===== config.mk =====
export PLATFORM = sky130hd
export DESIGN_NAME = cmp_4b_alarm_fsm_flat
export DESIGN_NICKNAME = d
export VERILOG_FILES = /design/src/rtl/cmp_4b_alarm_fsm_if.sv /design/src/rtl/cmp_4b_alarm_fsm.sv /design/src/flat_wrapper.sv
export SDC_FILE = /design/constraint.sdc
export NUM_CORES = 1
export LEC_CHECK = 0
export ABC_AREA = 1
export BUFFER_PORTS_ARGS = -buffer_cell sky130_fd_sc_hd__buf_4
export CAP_MARGIN = 10
export CORE_AREA = 3 3 50 52
export DETAILED_ROUTE_END_ITERATION = 16
export DIE_AREA = 0 0 53 55
export PLACE_DENSITY = 0.8
export SYNTH_ARGS = -nofsm -noshare
export SYNTH_HDL_FRONTEND = slang
export SYNTH_SLANG_ARGS = --single-unit

===== constraint.sdc =====
create_clock -name clk -period 1.6 [get_ports clk]
set_input_delay 0.16 -clock clk [delete_from_list [all_inputs] [get_ports clk]]
set_output_delay 0.16 -clock clk [all_outputs]
set_load 0.03 [all_outputs]

===== src/rtl/cmp_4b_alarm_fsm_if.sv =====
// cmp_4b_alarm_fsm_if: comparator flags and control in, alarm status out.
interface cmp_4b_alarm_fsm_if #(parameter int CNT_W = 8);
   logic             sample_valid;
   logic             a_is_equal;
   logic             a_is_greater;
   logic             a_is_smaller;
   logic             clear;
   logic [1:0]       state;
   logic             alarm;
   logic             alarm_rise;
   logic [CNT_W-1:0] event_cnt;
   logic             flag_error;
   modport master (
      output sample_valid, a_is_equal, a_is_greater, a_is_smaller, clear,
      input  state, alarm, alarm_rise, event_cnt, flag_error
   );
   modport slave (
      input  sample_valid, a_is_equal, a_is_greater, a_is_smaller, clear,
      output state, alarm, alarm_rise, event_cnt, flag_error
   );
endinterface


===== src/rtl/cmp_4b_alarm_fsm.sv =====
// cmp_4b_alarm_fsm: debounced, hysteretic over-threshold alarm driven by 4-bit comparator flags.
module cmp_4b_alarm_fsm #(
   parameter int DEBOUNCE = 3,
   parameter int CNT_W    = 8
) (
   input logic               clk,
   input logic               rst_n,
   cmp_4b_alarm_fsm_if.slave bus
);
   typedef enum logic [1:0] {IDLE, NORMAL, ARMING, ALARM} state_t;
   localparam logic [3:0] DB = 4'(DEBOUNCE);
   state_t           state_q, state_d, cur;
   logic [3:0]       run_q, run_d, run_inc;
   logic [CNT_W-1:0] cnt_q, cnt_d;
   logic             alarm_q, rise_q, rise_d, err_q, err_d, one_hot, enter, g, s;
   assign g       = bus.a_is_greater;
   assign s       = bus.a_is_smaller;
   // odd parity excluding the all-high case is exactly one-hot
   assign one_hot = (bus.a_is_equal ^ g ^ s) & ~(bus.a_is_equal & g & s);
   assign run_inc = run_q + 4'd1;
   always_comb begin
      cur     = (state_q == IDLE) ? NORMAL : state_q;
      state_d = state_q;
      run_d   = run_q;
      err_d   = 1'b0;
      if (bus.sample_valid && !one_hot) begin
         err_d = 1'b1;
         run_d = 4'd0;
      end else if (bus.sample_valid) begin
         state_d = cur;
         run_d   = 4'd0;
         case (cur)
            NORMAL: if (g) begin
               state_d = (DB == 4'd1) ? ALARM : ARMING;
               run_d   = (DB == 4'd1) ? 4'd0 : 4'd1;
            end
            ARMING: begin
               state_d = !g ? NORMAL : (run_inc == DB ? ALARM : ARMING);
               run_d   = (g && run_inc != DB) ? run_inc : 4'd0;
            end
            ALARM: begin
               state_d = (s && run_inc == DB) ? NORMAL : ALARM;
               run_d   = (s && run_inc != DB) ? run_inc : 4'd0;
            end
            default: ;
         endcase
      end
      enter  = (state_d == ALARM) && (state_q != ALARM);
      rise_d = enter;
      cnt_d  = (enter && !(&cnt_q)) ? cnt_q + 1'b1 : cnt_q;
      if (bus.clear) begin
         state_d = IDLE;
         run_d   = 4'd0;
         err_d   = 1'b0;
         rise_d  = 1'b0;
         cnt_d   = '0;
      end
   end
   always_ff @(posedge clk or negedge rst_n) begin
      if (!rst_n) begin
         state_q <= IDLE;
         run_q   <= 4'd0;
         cnt_q   <= '0;
         alarm_q <= 1'b0;
         rise_q  <= 1'b0;
         err_q   <= 1'b0;
      end else begin
         state_q <= state_d;
         run_q   <= run_d;
         cnt_q   <= cnt_d;
         alarm_q <= state_d == ALARM;
         rise_q  <= rise_d;
         err_q   <= err_d;
      end
   end
   assign bus.state      = state_q;
   assign bus.alarm      = alarm_q;
   assign bus.alarm_rise = rise_q;
   assign bus.event_cnt  = cnt_q;
   assign bus.flag_error = err_q;
endmodule


===== src/flat_wrapper.sv =====
// flat-port wrapper written by rule: the top's interface ports become plain ports
module cmp_4b_alarm_fsm_flat 
#(
   parameter int DEBOUNCE = 3,
   parameter int CNT_W    = 8
)
  (clk, rst_n, bus_sample_valid, bus_a_is_equal, bus_a_is_greater, bus_a_is_smaller, bus_clear, bus_state, bus_alarm, bus_alarm_rise, bus_event_cnt, bus_flag_error);
  cmp_4b_alarm_fsm_if #(.CNT_W(CNT_W)) bus_i ();
  input logic clk;
  input logic rst_n;
  input wire logic [$bits(bus_i.sample_valid)-1:0] bus_sample_valid;
  input wire logic [$bits(bus_i.a_is_equal)-1:0] bus_a_is_equal;
  input wire logic [$bits(bus_i.a_is_greater)-1:0] bus_a_is_greater;
  input wire logic [$bits(bus_i.a_is_smaller)-1:0] bus_a_is_smaller;
  input wire logic [$bits(bus_i.clear)-1:0] bus_clear;
  output wire logic [$bits(bus_i.state)-1:0] bus_state;
  output wire logic [$bits(bus_i.alarm)-1:0] bus_alarm;
  output wire logic [$bits(bus_i.alarm_rise)-1:0] bus_alarm_rise;
  output wire logic [$bits(bus_i.event_cnt)-1:0] bus_event_cnt;
  output wire logic [$bits(bus_i.flag_error)-1:0] bus_flag_error;
  assign bus_i.sample_valid = bus_sample_valid;
  assign bus_i.a_is_equal = bus_a_is_equal;
  assign bus_i.a_is_greater = bus_a_is_greater;
  assign bus_i.a_is_smaller = bus_a_is_smaller;
  assign bus_i.clear = bus_clear;
  assign bus_state = bus_i.state;
  assign bus_alarm = bus_i.alarm;
  assign bus_alarm_rise = bus_i.alarm_rise;
  assign bus_event_cnt = bus_i.event_cnt;
  assign bus_flag_error = bus_i.flag_error;
  cmp_4b_alarm_fsm #(.DEBOUNCE(DEBOUNCE), .CNT_W(CNT_W)) u_core (.clk(clk), .rst_n(rst_n), .bus(bus_i));
endmodule

==> impl_results.html, run 1 <==
<table>
<tr><th>Metric</th><th>Value</th></tr>
<tr><th colspan="2">Critical path</th></tr>
<tr><td>Max FO, Critical Path</td><td>8</td></tr>
<tr><td>Critical path cell sequence</td><td>ha_2 -&gt; inv_2 -&gt; nand2_2 -&gt; nand2_2 -&gt; nor2_4 -&gt; nand3_2 -&gt; nand2_2 -&gt; nand2_4 -&gt; nand3_4 -&gt; nand2_8 -&gt; nand2_1 -&gt; nand2_1</td></tr>
<tr><td>Cell repeated most along the worst path</td><td>nand2_2</td></tr>
<tr><td>Reg-to-Reg End</td><td>u_core.bus.event_cnt[2]</td></tr>
<tr><td>Reg2reg start</td><td>u_core.run_q[0]</td></tr>
<tr><td>Cell with the largest stage delay on the worst path</td><td>dfrtp_1</td></tr>
<tr><td>Cells on worst reg2reg path</td><td>12</td></tr>
<tr><td>Critical Path End Type</td><td>flip-flop</td></tr>
<tr><td>Crit Path Category</td><td>flip-flop to flip-flop</td></tr>
<tr><td>Arr. time, crit path</td><td>1.80 ns</td></tr>
<tr><td>Worst reg-to-reg setup slack</td><td>-0.02 ns</td></tr>
<tr><td>Critical path required time</td><td>1.78 ns</td></tr>
<tr><td>Largest stage delay on the critical path</td><td>0.44 ns</td></tr>
<tr><td>Element type at the critical path start</td><td>flip-flop</td></tr>
<tr><th colspan="2">Synth</th></tr>
<tr><td>Async set-or-reset flop fraction in the synthesized netlist</td><td>100%</td></tr>
<tr><td>Number of synthesized flops with an enable pin</td><td>0</td></tr>
<tr><td>Distinct cell type count of the synthesized netlist</td><td>22</td></tr>
<tr><td>Post-synthesis cell type with the largest combined area</td><td>dfrtp_1</td></tr>
<tr><td>Area contributors post-synth</td><td>dfrtp_1 (39%), nand2_1 (12%), inv_1 (5.8%)</td></tr>
<tr><td>Area of the mapped netlist</td><td>1100 um^2</td></tr>
<tr><td>Synthesized area per cell</td><td>7.75 um^2</td></tr>
<tr><td>Most frequently used flop master after synthesis</td><td>dfrtp_1</td></tr>
<tr><td>Cells after synthesis</td><td>142</td></tr>
<tr><td>Register bit total from synthesis</td><td>17</td></tr>
<tr><td>Seq/Total Area, Yosys</td><td>38.7%</td></tr>
<tr><td>Total of warnings raised by yosys</td><td>0</td></tr>
<tr><td>Proportion of netlist area held by the largest area contributor</td><td>38.7%</td></tr>
<tr><td>Most common library cells after synthesis</td><td>nand2_1 (34), dfrtp_1 (17), inv_1 (17), nor2_1 (17), nand3_1 (12)</td></tr>
<tr><td>Nets in the synthesized netlist</td><td>153</td></tr>
<tr><td>Most common cell in the synthesized netlist</td><td>nand2_1</td></tr>
<tr><th colspan="2">STA</th></tr>
<tr><td>Period Utilization, post-route</td><td>101%</td></tr>
<tr><td>Fin crit period</td><td>1.62 ns</td></tr>
<tr><td>Total setup violations reported at the end of the flow</td><td>8</td></tr>
<tr><td>Setup repair after global routing missed its margin</td><td>yes</td></tr>
<tr><td>Number of slew-limit violations in the final report</td><td>0</td></tr>
<tr><td>Final setup skew</td><td>0.00160 ns</td></tr>
<tr><td>Worst slew slack as a fraction of its limit</td><td>71.2%</td></tr>
<tr><td>Worst-margin pin slew</td><td>0.431 ns</td></tr>
<tr><td>Highest Clock Rate</td><td>617 MHz</td></tr>
<tr><td>Final hold violation count</td><td>0</td></tr>
<tr><td>Worst-case setup margin in the final layout</td><td>-0.0218 ns</td></tr>
<tr><td>Total Neg Setup Slack</td><td>-0.109 ns</td></tr>
<tr><th colspan="2">Cells and area</th></tr>
<tr><td>Fin cells</td><td>197</td></tr>
<tr><td>Antenna cell count</td><td>0</td></tr>
<tr><td>Fraction of final layout cells sized beyond drive strength 1</td><td>34.9%</td></tr>
<tr><td>Post-synthesis to final-layout area growth</td><td>25.1%</td></tr>
<tr><td>Filler Cell Count</td><td>186</td></tr>
<tr><td>Final-stage net count</td><td>181</td></tr>
<tr><th colspan="2">Worst hold path</th></tr>
<tr><td>Cell depth of the worst min-delay path</td><td>2</td></tr>
<tr><td>Hold Path Origin</td><td>bus_clear</td></tr>
<tr><td>Hold Crit Endpoint</td><td>u_core.bus.state[1]</td></tr>
<tr><td>Worst Hold Class</td><td>input port to flip-flop</td></tr>
<tr><th colspan="2">Drt</th></tr>
<tr><td>Final wirelength</td><td>2.36 mm</td></tr>
<tr><td>Number of nets with antenna violations after detailed routing</td><td>0</td></tr>
<tr><td>Number of remaining DRC errors</td><td>0</td></tr>
<tr><td>Met3 wire len</td><td>97 um</td></tr>
<tr><td>DR iter-0 viols</td><td>18</td></tr>
<tr><td>Highest Signal Layer</td><td>met4</td></tr>
<tr><td>Total routed wire length on the met1 layer</td><td>985 um</td></tr>
<tr><td>Vias after detailed routing</td><td>993</td></tr>
<tr><td>Average vias per placed instance</td><td>5.04</td></tr>
<tr><td>TritonRoute pass-1 iters</td><td>4</td></tr>
<tr><td>Met2 layer wire length in the routed design</td><td>1.26 mm</td></tr>
<tr><td>Routed length per instance</td><td>12.0 um</td></tr>
<tr><th colspan="2">Floorplan</th></tr>
<tr><td>Die Area</td><td>2920 um^2</td></tr>
<tr><td>Die height</td><td>55 um</td></tr>
<tr><td>Starting density of the core</td><td>51.2%</td></tr>
<tr><td>Count of standard-cell rows</td><td>17</td></tr>
<tr><td>Floorplan Core Area</td><td>2150 um^2</td></tr>
<tr><td>Io pins</td><td>20</td></tr>
<tr><td>Width of the die</td><td>53 um</td></tr>
<tr><th colspan="2">Global routing</th></tr>
<tr><td>Largest net degree at the start of global routing</td><td>18</td></tr>
<tr><td>Total routing usage reported by global routing</td><td>18.0%</td></tr>
<tr><td>Global route total overflow</td><td>0</td></tr>
<tr><td>Antenna violations before repair</td><td>0</td></tr>
<tr><td>Via count of the first global-routing pass</td><td>911</td></tr>
<tr><td>Wire length of the first global-routing pass</td><td>3.83 mm</td></tr>
<tr><th colspan="2">Place</th></tr>
<tr><td>Last weighted congestion value of the routability-driven placer</td><td>0.835</td></tr>
<tr><td>Number of placed instances, taps included</td><td>190</td></tr>
<tr><td>PortBufs</td><td>19</td></tr>
<tr><td>DP Wirelength</td><td>1.77 mm</td></tr>
<tr><td>Post-Place Setup Slack</td><td>-0.0377 ns</td></tr>
<tr><th colspan="2">Clock network</th></tr>
<tr><td>Number of sinks on the clock net</td><td>17</td></tr>
<tr><td>CTS root buf</td><td>clkbuf_4</td></tr>
<tr><td>CTS tree</td><td>built</td></tr>
<tr><td>Buffers from clock root to sink, at most</td><td>2</td></tr>
<tr><td>Later-pin clock latency in the skew report</td><td>0.28 ns</td></tr>
<tr><td>Cts bufs inserted</td><td>3</td></tr>
<tr><td>Clock-pin slew reported for the worst setup and hold paths after clock tree synthesis</td><td>0.09 ns</td></tr>
<tr><td>CTS HTree Levels</td><td>1</td></tr>
<tr><th colspan="2">Pwr</th></tr>
<tr><td>Worst vdd ir</td><td>0.000435 V</td></tr>
<tr><td>Leakage power</td><td>0.000685 uW</td></tr>
<tr><td>Pwr Density</td><td>654 nW/um^2</td></tr>
<tr><th colspan="2">Job</th></tr>
<tr><td>Number of max-capacitance violations reported</td><td>0</td></tr>
<tr><th colspan="2">Status</th></tr>
<tr><td>Outcome</td><td>finished, violations left</td></tr>
<tr><td>Violated checks</td><td>negative setup slack</td></tr>
</table>
-- worst max path at each step --
stage / from / to / slack (ns) / cells past startpoint
detailed placement: u_core.run_q[0] / u_core.bus.event_cnt[2] / -0.04 / 12
CTS: u_core.run_q[0] / u_core.bus.event_cnt[1] / -0.03 / 13
global placement: u_core.run_q[0] / u_core.bus.event_cnt[1] / 0.04 / 13
floorplan: u_core.bus.event_cnt[0] / u_core.bus.event_cnt[0] / 0.08 / 8
global route: u_core.run_q[0] / u_core.bus.event_cnt[6] / -0.14 / 12
finish: u_core.run_q[0] / u_core.bus.event_cnt[2] / -0.02 / 12
-- worst max-delay path, delay by kind of cell, from the launching register on --
kind	cells	cell delay, ns
flip-flops	1	0.44
adder cells (fa/ha/maj)	1	0.23
AND/OR/NAND/NOR	10	0.83
buffers and inverters	1	0.04
-- registers in the layout, summed over array words and instances (netlist names) --
name,flops
u_core.run_q,4
u_core.bus.event_cnt,8
u_core.bus.alarm_rise,1
u_core.bus.state,2
u_core.bus.alarm,1
u_core.bus.flag_error,1
-- layout by cell type (no fill, tap or decap), types with 4 or more instances in the layout --
cell type	instances
dfrtp_1	14
nand3_1	11
nand2_1	26
nand4_1	4
nand2_2	15
buf_4	23
inv_1	16
nor2_1	17
o21ai_0	4
-- area by class of cell --
type                    count  area (um^2)  share of cell area (%)
inverters                  19         71.3                    5.18
multi-input cells         105          632                    45.9
flip-flops and latches     17          429                    31.2
well taps                  28         35.0                    2.55
clock buffers               4         26.3                    1.91
repair buffers             24          183                    13.3
-- where the power goes --
part           internal (uW)  switching, uW  leakage (uW)
Clock                   96.8            124     0.0000150
Combinational           79.8            136      0.000441
Sequential               447           16.2      0.000229
Total                    624            276      0.000685
-- logic make-up (layout without fill, tap and decap cells) --
| kind of cell | count (synthesis) | after routing | synth area share (%) |
|---|---|---|---|
| AO/OA/AOI/OAI | 8 | 8 | 4.21 |
| XOR/XNOR | 5 | 5 | 3.98 |
| adder cells (fa/ha/maj) | 4 | 4 | 4.55 |
| buffers and inverters | 21 | 47 | 8.53 |
| flip-flops | 17 | 17 | 38.7 |
| AND/OR/NAND/NOR | 87 | 88 | 40.0 |
-- routing by layer --
metal	up-vias	track usage [%]
met4	0	8.09
met3	2	2.68
met1	465	20.0
met2	18	34.1
met5	-	0
li1	508	-
-- what timing repair did --
action,CTS,global route
cloned,1,0
buffers inserted,1,0
setup endpoints to repair,8,13
gates resized for setup,2,14
pin swaps,5,7
hold buffers,1,0
endpoints found under the hold margin,17,0
-- stage by stage --
step | total power (uW) | utilization (%) | hold slack, ns | area (um^2)
after floorplan | 598 | - | -0.136 | 1100
after global placement | 668 | 59.6 | 0.0334 | 1280
after detailed placement | 673 | 59.6 | 0.0400 | 1280
after CTS | 905 | 62.4 | 0.112 | 1340
after global routing | 949 | 64.1 | 0.132 | 1380
final | 900 | 64.1 | 0.133 | 1380
Power figures use the tool's default switching activity.
==> run 2: changes to the inputs <==
- ABC_AREA: 1 -> default
- CORE_AREA: 3 3 50 52 -> 3 3 49 51
- DIE_AREA: 0 0 53 55 -> 0 0 52 54
==> impl_results.html, run 2 <==
<table>
<tr><th>Metric</th><th>Value</th></tr>
<tr><th colspan="2">STA</th></tr>
<tr><td>Final setup skew</td><td>0.00274 ns</td></tr>
<tr><td>Worst slew slack as a fraction of its limit</td><td>78.5%</td></tr>
<tr><td>Worst-margin pin slew</td><td>0.314 ns</td></tr>
<tr><td>Highest Clock Rate</td><td>466 MHz</td></tr>
<tr><td>Number of slew-limit violations in the final report</td><td>0</td></tr>
<tr><td>Total setup violations reported at the end of the flow</td><td>14</td></tr>
<tr><td>Worst-case setup margin in the final layout</td><td>-0.546 ns</td></tr>
<tr><td>Final hold violation count</td><td>0</td></tr>
<tr><td>Worst-case hold slack</td><td>0.152 ns</td></tr>
<tr><td>Total Neg Setup Slack</td><td>-4.87 ns</td></tr>
<tr><td>Period Utilization, post-route</td><td>134%</td></tr>
<tr><td>Setup repair after global routing missed its margin</td><td>yes</td></tr>
<tr><td>Fin crit period</td><td>2.15 ns</td></tr>
<tr><th colspan="2">Worst hold path</th></tr>
<tr><td>Worst Hold Class</td><td>input port to flip-flop</td></tr>
<tr><td>Cell depth of the worst min-delay path</td><td>2</td></tr>
<tr><td>Hold Path Origin</td><td>bus_clear</td></tr>
<tr><td>Hold Crit Endpoint</td><td>u_core.bus.event_cnt[5]</td></tr>
<tr><th colspan="2">Drt</th></tr>
<tr><td>Met2 layer wire length in the routed design</td><td>1.92 mm</td></tr>
<tr><td>Average vias per placed instance</td><td>5.93</td></tr>
<tr><td>Number of nets with antenna violations after detailed routing</td><td>0</td></tr>
<tr><td>Routed length per instance</td><td>18.5 um</td></tr>
<tr><td>Total routed wire length on the met1 layer</td><td>1.30 mm</td></tr>
<tr><td>Met3 wire len</td><td>201 um</td></tr>
<tr><td>Vias after detailed routing</td><td>1151</td></tr>
<tr><td>DR iter-0 viols</td><td>42</td></tr>
<tr><td>Number of remaining DRC errors</td><td>0</td></tr>
<tr><td>Highest Signal Layer</td><td>met4</td></tr>
<tr><td>TritonRoute pass-1 iters</td><td>4</td></tr>
<tr><td>Final wirelength</td><td>3.58 mm</td></tr>
<tr><th colspan="2">Floorplan</th></tr>
<tr><td>Die Area</td><td>2810 um^2</td></tr>
<tr><td>Starting density of the core</td><td>52.7%</td></tr>
<tr><td>Width of the die</td><td>52 um</td></tr>
<tr><td>Io pins</td><td>20</td></tr>
<tr><td>Floorplan Core Area</td><td>1980 um^2</td></tr>
<tr><td>Die height</td><td>54 um</td></tr>
<tr><td>Count of standard-cell rows</td><td>16</td></tr>
<tr><th colspan="2">Place</th></tr>
<tr><td>Number of placed instances, taps included</td><td>178</td></tr>
<tr><td>Post-Place Setup Slack</td><td>-0.588 ns</td></tr>
<tr><td>PortBufs</td><td>19</td></tr>
<tr><td>Last weighted congestion value of the routability-driven placer</td><td>0.842</td></tr>
<tr><td>DP Wirelength</td><td>2.14 mm</td></tr>
<tr><th colspan="2">Global routing</th></tr>
<tr><td>Wire length of the first global-routing pass</td><td>5.24 mm</td></tr>
<tr><td>Largest net degree at the start of global routing</td><td>18</td></tr>
<tr><td>Total routing usage reported by global routing</td><td>25.8%</td></tr>
<tr><td>Via count of the first global-routing pass</td><td>1172</td></tr>
<tr><td>Global route total overflow</td><td>0</td></tr>
<tr><td>Antenna violations before repair</td><td>0</td></tr>
<tr><th colspan="2">Critical path</th></tr>
<tr><td>Arr. time, crit path</td><td>2.32 ns</td></tr>
<tr><td>Largest stage delay on the critical path</td><td>0.46 ns</td></tr>
<tr><td>Cell repeated most along the worst path</td><td>buf_6</td></tr>
<tr><td>Reg2reg start</td><td>u_core.run_q[1]</td></tr>
<tr><td>Element type at the critical path start</td><td>flip-flop</td></tr>
<tr><td>Critical path cell sequence</td><td>ha_4 -&gt; nor4b_4 -&gt; buf_4 -&gt; a31oi_2 -&gt; o32ai_2 -&gt; nand4bb_4 -&gt; buf_6 -&gt; buf_6 -&gt; mux2i_1 -&gt; nor2_1</td></tr>
<tr><td>Critical Path End Type</td><td>flip-flop</td></tr>
<tr><td>Critical path required time</td><td>1.78 ns</td></tr>
<tr><td>Max FO, Critical Path</td><td>5</td></tr>
<tr><td>Reg-to-Reg End</td><td>u_core.bus.event_cnt[1]</td></tr>
<tr><td>Worst reg-to-reg setup slack</td><td>-0.55 ns</td></tr>
<tr><td>Cells on worst reg2reg path</td><td>10</td></tr>
<tr><td>Crit Path Category</td><td>flip-flop to flip-flop</td></tr>
<tr><td>Cell with the largest stage delay on the worst path</td><td>dfrtp_2</td></tr>
<tr><th colspan="2">Clock network</th></tr>
<tr><td>Buffers from clock root to sink, at most</td><td>2</td></tr>
<tr><td>CTS HTree Levels</td><td>1</td></tr>
<tr><td>CTS tree</td><td>built</td></tr>
<tr><td>Later-pin clock latency in the skew report</td><td>0.29 ns</td></tr>
<tr><td>Number of sinks on the clock net</td><td>17</td></tr>
<tr><td>Cts bufs inserted</td><td>3</td></tr>
<tr><td>CTS root buf</td><td>clkbuf_4</td></tr>
<tr><td>Clock-pin slew reported for the worst setup and hold paths after clock tree synthesis</td><td>0.10 ns</td></tr>
<tr><th colspan="2">Pwr</th></tr>
<tr><td>Sequential group share of total power</td><td>48.5%</td></tr>
<tr><td>Relative contribution of combinational cells to total power</td><td>26.9%</td></tr>
<tr><td>Pwr Density</td><td>544 nW/um^2</td></tr>
<tr><td>Clock Power Share</td><td>24.6%</td></tr>
<tr><td>Worst vdd ir</td><td>0.000506 V</td></tr>
<tr><td>Switching share of power</td><td>28.1%</td></tr>
<tr><td>Leakage power</td><td>0.000793 uW</td></tr>
<tr><td>P_int</td><td>666 uW</td></tr>
<tr><td>Power spent charging and discharging nets</td><td>260 uW</td></tr>
<tr><th colspan="2">Cells and area</th></tr>
<tr><td>Most common cell after layout, fill and taps aside</td><td>buf_4</td></tr>
<tr><td>Antenna cell count</td><td>0</td></tr>
<tr><td>Final-stage net count</td><td>179</td></tr>
<tr><td>Post-synthesis to final-layout area growth</td><td>63.1%</td></tr>
<tr><td>Top library cells by usage in the layout, fill and taps aside</td><td>buf_4 (49), dfrtp_1 (14), nor2_1 (8)</td></tr>
<tr><td>Fraction of final layout cells sized beyond drive strength 1</td><td>54.5%</td></tr>
<tr><td>Fin cells</td><td>194</td></tr>
<tr><td>Largest register FFs</td><td>8</td></tr>
<tr><td>Post-Route Utilization</td><td>85.9%</td></tr>
<tr><th colspan="2">Synth</th></tr>
<tr><td>Number of synthesized flops with an enable pin</td><td>0</td></tr>
<tr><td>Most common cell in the synthesized netlist</td><td>dfrtp_1</td></tr>
<tr><td>Register bit total from synthesis</td><td>17</td></tr>
<tr><td>Distinct cell type count of the synthesized netlist</td><td>41</td></tr>
<tr><td>Nets in the synthesized netlist</td><td>118</td></tr>
<tr><td>Seq/Total Area, Yosys</td><td>40.8%</td></tr>
<tr><td>Most common library cells after synthesis</td><td>dfrtp_1 (17), o21ai_0 (10), nor2_1 (9), a21oi_1 (7), inv_1 (7)</td></tr>
<tr><td>Cells after synthesis</td><td>107</td></tr>
<tr><td>Total of warnings raised by yosys</td><td>0</td></tr>
<tr><td>Synthesized area per cell</td><td>9.75 um^2</td></tr>
<tr><td>Area of the mapped netlist</td><td>1040 um^2</td></tr>
<tr><td>Most frequently used flop master after synthesis</td><td>dfrtp_1</td></tr>
<tr><td>Post-synthesis cell type with the largest combined area</td><td>dfrtp_1</td></tr>
<tr><td>Async set-or-reset flop fraction in the synthesized netlist</td><td>100%</td></tr>
<tr><td>Area contributors post-synth</td><td>dfrtp_1 (41%), ha_1 (4.8%), o21ai_0 (4.8%)</td></tr>
<tr><td>Proportion of netlist area held by the largest area contributor</td><td>40.8%</td></tr>
<tr><th colspan="2">Status</th></tr>
<tr><td>Outcome</td><td>finished, violations left</td></tr>
<tr><td>Violated checks</td><td>negative setup slack</td></tr>
<tr><th colspan="2">Job</th></tr>
<tr><td>Number of max-capacitance violations reported</td><td>0</td></tr>
</table>
## run 2: logic make-up (layout without fill, tap and decap cells)
group	Yosys count	count (layout)	share of synthesized area (%)
mux	2	2	1.92
fa+ha+maj	4	4	4.80
simple gates	43	44	27.3
flops	17	17	40.8
buf+inv	9	68	4.44
xor+xnor	2	2	1.68
compound gates	30	30	19.1
## run 2: per-layer routing
layer  vias to the layer above  GRT usage, %
met5                         -             0
met2                        59          51.0
met1                       556          25.7
met4                         0          14.0
met3                        18          3.60
li1                        518             -
## run 2: layout make-up
type / count / area (um^2)
Fill cell: 98 / 280
Timing Repair Buffer: 57 / 457
Multi-Input combinational cell: 82 / 729
Tap cell: 27 / 33.8
Clock buffer: 4 / 26.3
Inverter: 7 / 26.3
Sequential cell: 17 / 429
## run 2: stage by stage
stage                     instance area (um^2)  power (uW)
after global routing                      1700         971
after global placement                    1440         631
final                                     1700         926
after floorplan                           1080         548
after CTS                                 1620         894
after detailed placement                  1440         639
## run 2: how the worst max path moves through the flow
stage	start	to	slack, ns	cells after the start
after CTS	u_core.run_q[1]	u_core.bus.event_cnt[4]	-0.48	8
after floorplan	u_core.run_q[0]	u_core.bus.event_cnt[2]	-0.37	8
after global routing	u_core.run_q[1]	u_core.bus.event_cnt[1]	-0.65	10
after global placement	u_core.run_q[0]	u_core.bus.event_cnt[3]	-0.40	7
after detailed placement	u_core.run_q[0]	u_core.bus.event_cnt[3]	-0.59	9
final	u_core.run_q[1]	u_core.bus.event_cnt[1]	-0.55	10
## run 2: repair_timing
action,in CTS,in global routing
setup buffers,8,2
resized for setup,16,17
pin swaps,9,2
gates cloned,1,0
hold endpoints to repair,17,0
hold buffers,1,0
setup endpoints to repair,15,16
## run 2: worst max-delay path, delay by kind of cell, from the launching register on
kind	cells	cell delay, ns
buffers and inverters	3	0.40
multiplexers	1	0.17
AND/OR/NAND/NOR	3	0.58
AO/OA/AOI/OAI	2	0.25
flip-flops	1	0.46
adder cells (fa/ha/maj)	1	0.19
## run 2: power by group through the flow
stage          logic [uW]  registers, uW  clock network [uW]
2_1_floorplan        77.9            470                   0
3_3_place_gp          177            454                   0
3_5_place_dp          184            455                   0
4_1_cts               220            447                 227
5_1_grt               266            450                 255
6_report              249            449                 227
